### src/rtl/seq_barrel_shifter.sv
// Sequential barrel shifter: one log-stage per clock, so every request takes exactly SW cycles
// regardless of shift amount, followed by a valid/ready result handshake.
module seq_barrel_shifter #(
  parameter int WIDTH = 32,
  localparam int SW = $clog2(WIDTH)
) (
  input  logic             clk,
  input  logic             rst,
  input  logic             in_valid,
  output logic             in_ready,
  input  logic [WIDTH-1:0] din,
  input  logic [SW-1:0]    shamt,
  input  logic [2:0]       op,
  output logic             out_valid,
  input  logic             out_ready,
  output logic [WIDTH-1:0] dout,
  output logic             out_err,
  output logic             busy
);

  typedef enum logic [1:0] {
    IDLE  = 2'd0,
    SHIFT = 2'd1,
    DONE  = 2'd2
  } state_e;

  localparam logic [SW-1:0] KLast  = SW'(SW - 1);
  localparam logic [SW:0]   WidthC = (SW+1)'(WIDTH);

  state_e           state_q, state_d;
  logic [SW-1:0]    k_q, k_d;
  logic [SW-1:0]    shamt_q, shamt_d;
  logic [2:0]       op_q, op_d;
  logic [WIDTH-1:0] work_q, work_d;
  logic [SW:0]      stageAmt;
  logic [WIDTH-1:0] stageRes;
  logic             accept;

  assign accept = (state_q == IDLE) && in_valid;

  always_ff @(posedge clk or posedge rst) begin
    if (rst) state_q <= IDLE;
    else     state_q <= state_d;
  end

  always_comb begin
    state_d = state_q;
    case (state_q)
      IDLE:    if (in_valid)      state_d = SHIFT;
      SHIFT:   if (k_q == KLast)  state_d = DONE;
      DONE:    if (out_ready)     state_d = IDLE;
      default:                    state_d = IDLE;
    endcase
  end

  always_comb begin
    in_ready  = (state_q == IDLE) && !rst;
    busy      = (state_q != IDLE);
    out_valid = (state_q == DONE);
    dout      = (state_q == DONE) ? work_q : '0;
    out_err   = (state_q == DONE) && (op_q > 3'd4);
  end

  // Stage k moves the working value by 2^k; SRA relies on the intermediate MSB
  // still being the operand's original MSB, which every earlier SRA stage preserves.
  always_comb begin
    stageAmt = (SW+1)'(1) << k_q;
    stageRes = work_q;
    case (op_q)
      3'd0:    stageRes = work_q << stageAmt;
      3'd1:    stageRes = work_q >> stageAmt;
      3'd2:    stageRes = $unsigned($signed(work_q) >>> stageAmt);
      3'd3:    stageRes = (work_q << stageAmt) | (work_q >> (WidthC - stageAmt));
      3'd4:    stageRes = (work_q >> stageAmt) | (work_q << (WidthC - stageAmt));
      default: stageRes = work_q;
    endcase
  end

  always_comb begin
    k_d     = k_q;
    shamt_d = shamt_q;
    op_d    = op_q;
    work_d  = work_q;
    if (accept) begin
      k_d     = '0;
      shamt_d = shamt;
      op_d    = op;
      work_d  = din;
    end else if (state_q == SHIFT) begin
      if (shamt_q[k_q]) work_d = stageRes;
      k_d = k_q + 1'b1;
    end
  end

  always_ff @(posedge clk or posedge rst) begin
    if (rst) begin
      k_q     <= '0;
      shamt_q <= '0;
      op_q    <= '0;
      work_q  <= '0;
    end else begin
      k_q     <= k_d;
      shamt_q <= shamt_d;
      op_q    <= op_d;
      work_q  <= work_d;
    end
  end

endmodule
### config.mk
export PLATFORM = sky130hd
export DESIGN_NAME = seq_barrel_shifter
export DESIGN_NICKNAME = d
export VERILOG_FILES = /design/src/rtl/seq_barrel_shifter.sv
export SDC_FILE = /design/constraint.sdc
export NUM_CORES = 1
export LEC_CHECK = 0
export ABC_CLOCK_PERIOD_IN_PS = 4100
export CORE_MARGIN = 5
export CORE_UTILIZATION = 35
export CTS_CLUSTER_SIZE = 30
export DETAILED_ROUTE_END_ITERATION = 10
export DONT_BUFFER_PORTS = 1
export PLACE_DENSITY_LB_ADDON = 0.15
export SLEW_MARGIN = 20
export SYNTH_ARGS = -nofsm -noshare
export SYNTH_HDL_FRONTEND = slang
export SYNTH_SLANG_ARGS = --single-unit
### constraint.sdc
create_clock -name clk -period 4.1 [get_ports clk]
set_clock_uncertainty 0.05 [all_clocks]
set_input_delay 1.23 -clock clk [delete_from_list [all_inputs] [get_ports clk]]
set_output_delay 1.23 -clock clk [all_outputs]
set_load 0.05 [all_outputs]
# Yosys cells after proc, flatten, opt, wreduce, memory -nomap -nowiden
# Cells that the tools add are included.
# totals
ff_bits	47
inputBits	44
out_inout_bits	36
# classes
n_addsub	2
n_lt_le_gt_ge	2
n_eq_ne	10
shift	6
n_mux	13
n_bitwise	2
reduce_logical	12
# op_table
operator	n
$pmux 32 s5	1
$mux 32	4
$or 32x32->32	2
$shl 32x6->32	2
$shr 32x6->32	2
$sshr 32x6->32	1
$mux 5	2
$eq 3x2->1 const B	2
$mux 2	3
$pmux 2 s3	1
$reduce_and 3->1	2
$reduce_bool 2->1	3
$reduce_bool 6->1	1
$shl 1x5->6 const A	1
$sub 6x6->6 const A	1
$add 5x1->5 const B	1
$eq 5x3->1 const B	1
$lt 5x4->1 const B	1
$ne 2x2->1 const B	2
$bmux 1 s3	1
$eq 3x1->1 const B	1
$eq 3x3->1 const B	1
$gt 3x3->1 const B	1
$logic_and 1x1->1	3
other kinds (7)	7

# Depth between registers and ports, before layout
# logic_depth
depth_word	8
depth_mapped	17

# Worst setup path after synthesis
# Ideal clock, no wire load.
# synth_timing
path_type	register to register
start	register k_q[2]
end	register work_q[26]
setup_time_ns	0.131
arrival_ns	3.458
setup_slack_ns	0.461
stages_incl_launch_ff	17
path_buffers	6
synth_period_minus_slack_ns	3.639
cell_sequence	dfrtp_1 > buf_6 > or4_1 > buf_2 > nor2_4 > inv_2 > buf_2 > ha_1 > buf_2 > clkbuf_1 > clkbuf_1 > a2111oi_0 > o31ai_1 > o31ai_1 > nor2_1 > nor4_1 > a21oi_1
# synth_between
elab_chain_len	8
# synth_rtl
element	line_no	text
start, declared	31	logic [SW-1:0] k_q, k_d;
start signal, assigned	102	k_q <= k_d;
$shl 1x5->6	67	stageAmt = (SW+1)'(1) << k_q;
$sub 6x6->6	73, 74	
$shl 32x6->32 / $shr 32x6->32 (equally long branches)	74, 73	
$or 32x32->32 (on tied branches)	74, 73	
$pmux 32 s5	69	case (op_q)
$mux 32	90	if (shamt_q[k_q]) work_d = stageRes;
$mux 32	89	end else if (state_q == SHIFT) begin
$mux 32	84	if (accept) begin
end signal, assigned	105	work_q <= work_d;
end, declared	34	logic [WIDTH-1:0] work_q, work_d;
# Parallel ways exist; a longest one is shown, timed or not. The select of a mux whose other input is x is not followed.
# A chain may end at the register's enable or synchronous reset.

# Worst setup path in the final report
# layout_timing
start	register k_q[0]
end	register work_q[15]
# The elaborated chain is that of the path after synthesis.

==> results_dict.tcl <==
set metrics [dict create \
    synth_area_mm2 0.00948 \
    vias_per_cell 7.69 \
    crit_type "reg -> reg" \
    hold_class "reg -> reg" \
    die_width_um 175 \
    clockRootBuffer "clkbuf_16" \
    fmax_mhz 252 \
    ys_seq_area_frac 0.124 \
    drive_gt1_frac 0.188 \
    grt_usage 0.432 \
    fin_tns_setup_ns 0 \
    num-nets-final 1380 \
    clk_pin_slew_ns 0.10 \
    worstHoldEndpoint "shamt_q[1]" \
    holdWs_ns 0.440 \
    wirelength_mm 68.9 \
    pin_count 80 \
    multi_input_area_mm2 0.00756 \
    crit_required_ns 4.27 \
    r2r_setup_slack_ns 0.13 \
    cts_tree "yes" \
    setup_viol 0 \
    grt_pass1_wl_mm 95.0 \
    ant_nets 0 \
    min_from "shamt_q[1]" \
    fillers 2878 \
    arrival_ns 4.14 \
    r2r_end "work_q[15]" \
    hold_viol 0 \
    maxCapViolCount 0 \
    r2r-start "k_q[0]" \
    cp-end-kind "register" \
    first_global_vias 11900 \
    drtIter0Drc 2345 \
    pre_cts_slack_ns 0.0822 \
    max_slew_margin 0.243 \
    area_delta_synth_final_pct 10.6 \
    ff2ff_path_depth 12 \
    maxSlewViolCount 0 \
    fp-row-count 60 \
    cts_sinks 47 \
    run_status "complete, no violations" \
    cp-start-kind "register" \
    synth.most_common_cell "nand2_1" \
    synth_top_area_share 0.124 \
    detail_route.drc_violations 0 \
    grt_start_max_net_pins 122 \
    io_buffer_count 0 \
    worstPathMaxFanout 15 \
    overflow 0 \
    synth_area_leaders "dfrtp_1 12%, mux4_2 6.9%, nand2_1 6.2%, a21oi_1 5.4%, mux2i_1 5.4%" \
    worst_slack_ns 0.131 \
    clock_latency_ns 0.33 \
    via_count 12900 \
    wl_per_cell_um 41.1 \
    synthCells 1353 \
    dieHeight_um 175 \
    critPathLaunch "k_q[0]" \
    tightest_slew_ns 1.13 \
    syn-num-nets 1400 \
    synth-edff-count 0 \
    cts_buffer_depth 2 \
    async_flop_share 1.00 \
    ys.flop_type "dfrtp_1" \
    syn_avg_cell_area_um2 7.01 \
    core_area_mm2 0.0268 \
    final_core_util 0.391 \
    cts_setup_buffers 0 \
    numCtsBuffers 5 \
    ys_ff_latch 47 \
    period_share 0.968 \
    initial_core_util 0.354 \
    dp_hpwl_mm 50.3 \
    die_area_mm2 0.0305 \
    rsz0062_at_grt "false" \
    antenna_found_initial 4 \
    hold_depth 2 \
    finalCriticalPeriod_ns 3.97 \
    yosysWarnings 0 \
    place_congestion 1.11 \
    synth_largest_area_cell "dfrtp_1" \
    ys_types 87 \
    synthTopCellsByCount "156 x nand2_1, 104 x nor2_1, 102 x a21oi_1, 102 x clkbuf_1, 96 x o21ai_0" \
    h-tree-depth 2 \
    drtPass1Iterations 8 \
    seq_area_mm2 0.00118 \
]
critical path, cell delays in order, from the launching register on:
cell and delay (ns):
dfrtp_4 0.51, or4_1 0.58, nor2_4 0.13, inv_2 0.05
ha_2 0.24, buf_4 0.24, mux4_2 0.43, mux2_2 0.28
a21oi_1 0.31, mux2i_1 0.18, a2111oi_1 0.63, buf_4 0.21
nor3_1 0.04
registers in the layout (all words and copies together) (netlist names):
name	flops
work_q	32
k_q	5
shamt_q	5
op_q	3
state_q	2
metrics by stage:
stage,area (um^2),instances
after floorplan,9480,1353
after global placement,10300,1667
after detailed placement,10300,1667
after CTS,10500,1675
after global routing,10500,1675
final,10500,1676
how the worst max path moves through the flow:
stage | to | depth (start not counted)
CTS | work_q[15] | 12
global route | work_q[15] | 13
floorplan | work_q[26] | 16
finish | work_q[15] | 12
detailed placement | work_q[15] | 12
global placement | work_q[15] | 12
area by class of cell:
| class | instances | area share |
|---|---|---|
| clock inverter | 3 | 0.00251 |
| sequential | 47 | 0.113 |
| inverter | 15 | 0.00537 |
| clock buffer | 5 | 0.0119 |
| timing repair buffer | 136 | 0.106 |
| multi-input combinational | 1128 | 0.721 |
| tap | 341 | 0.0407 |
| antenna | 1 | 0.000239 |
repair_timing:
| action | 4_1_cts | 5_1_grt |
|---|---|---|
| gates resized for setup | 0 | 1 |
| setup endpoints to repair | 0 | 1 |
| hold buffers | 0 | 0 |
per-layer routing:
layer	global-route usage	vias up	routed length, um
met1	0.571	6178	25900
li1	-	5092	-
met2	0.623	1289	28200
met5	0	-	7
met3	0.137	326	9690
met4	0.236	2	5070
logic make-up after synthesis:
| kind of cell | after synthesis | synth area share |
|---|---|---|
| AO/OA/AOI/OAI | 474 | 0.338 |
| XOR/XNOR | 4 | 0.00370 |
| adder cells (fa/ha/maj) | 3 | 0.00396 |
| buffers and inverters | 178 | 0.0829 |
| flip-flops | 47 | 0.124 |
| multiplexers | 120 | 0.170 |
| AND/OR/NAND/NOR | 527 | 0.277 |
placed cells by master, fill, tap and decap left out, types with 10 or more instances in the layout:
cell	count
inv_1	12
dfrtp_1	45
a31oi_1	32
a21oi_1	102
o21ai_0	96
mux4_2	29
o31ai_1	10
o22ai_1	23
buf_4	129
nor2_1	104
and2_1	36
mux2i_1	51
nand2_1	155
nand3_1	52
mux2_2	40
o221ai_1	13
nor2b_1	21
o211ai_1	30
a22oi_1	12
a211oi_1	43
nor3_1	51
or3_1	30
nor4_1	13
nand2b_1	18
Power is not shown: default switching activity piles up to over one toggle a cycle in this logic, so the estimate is an artifact.
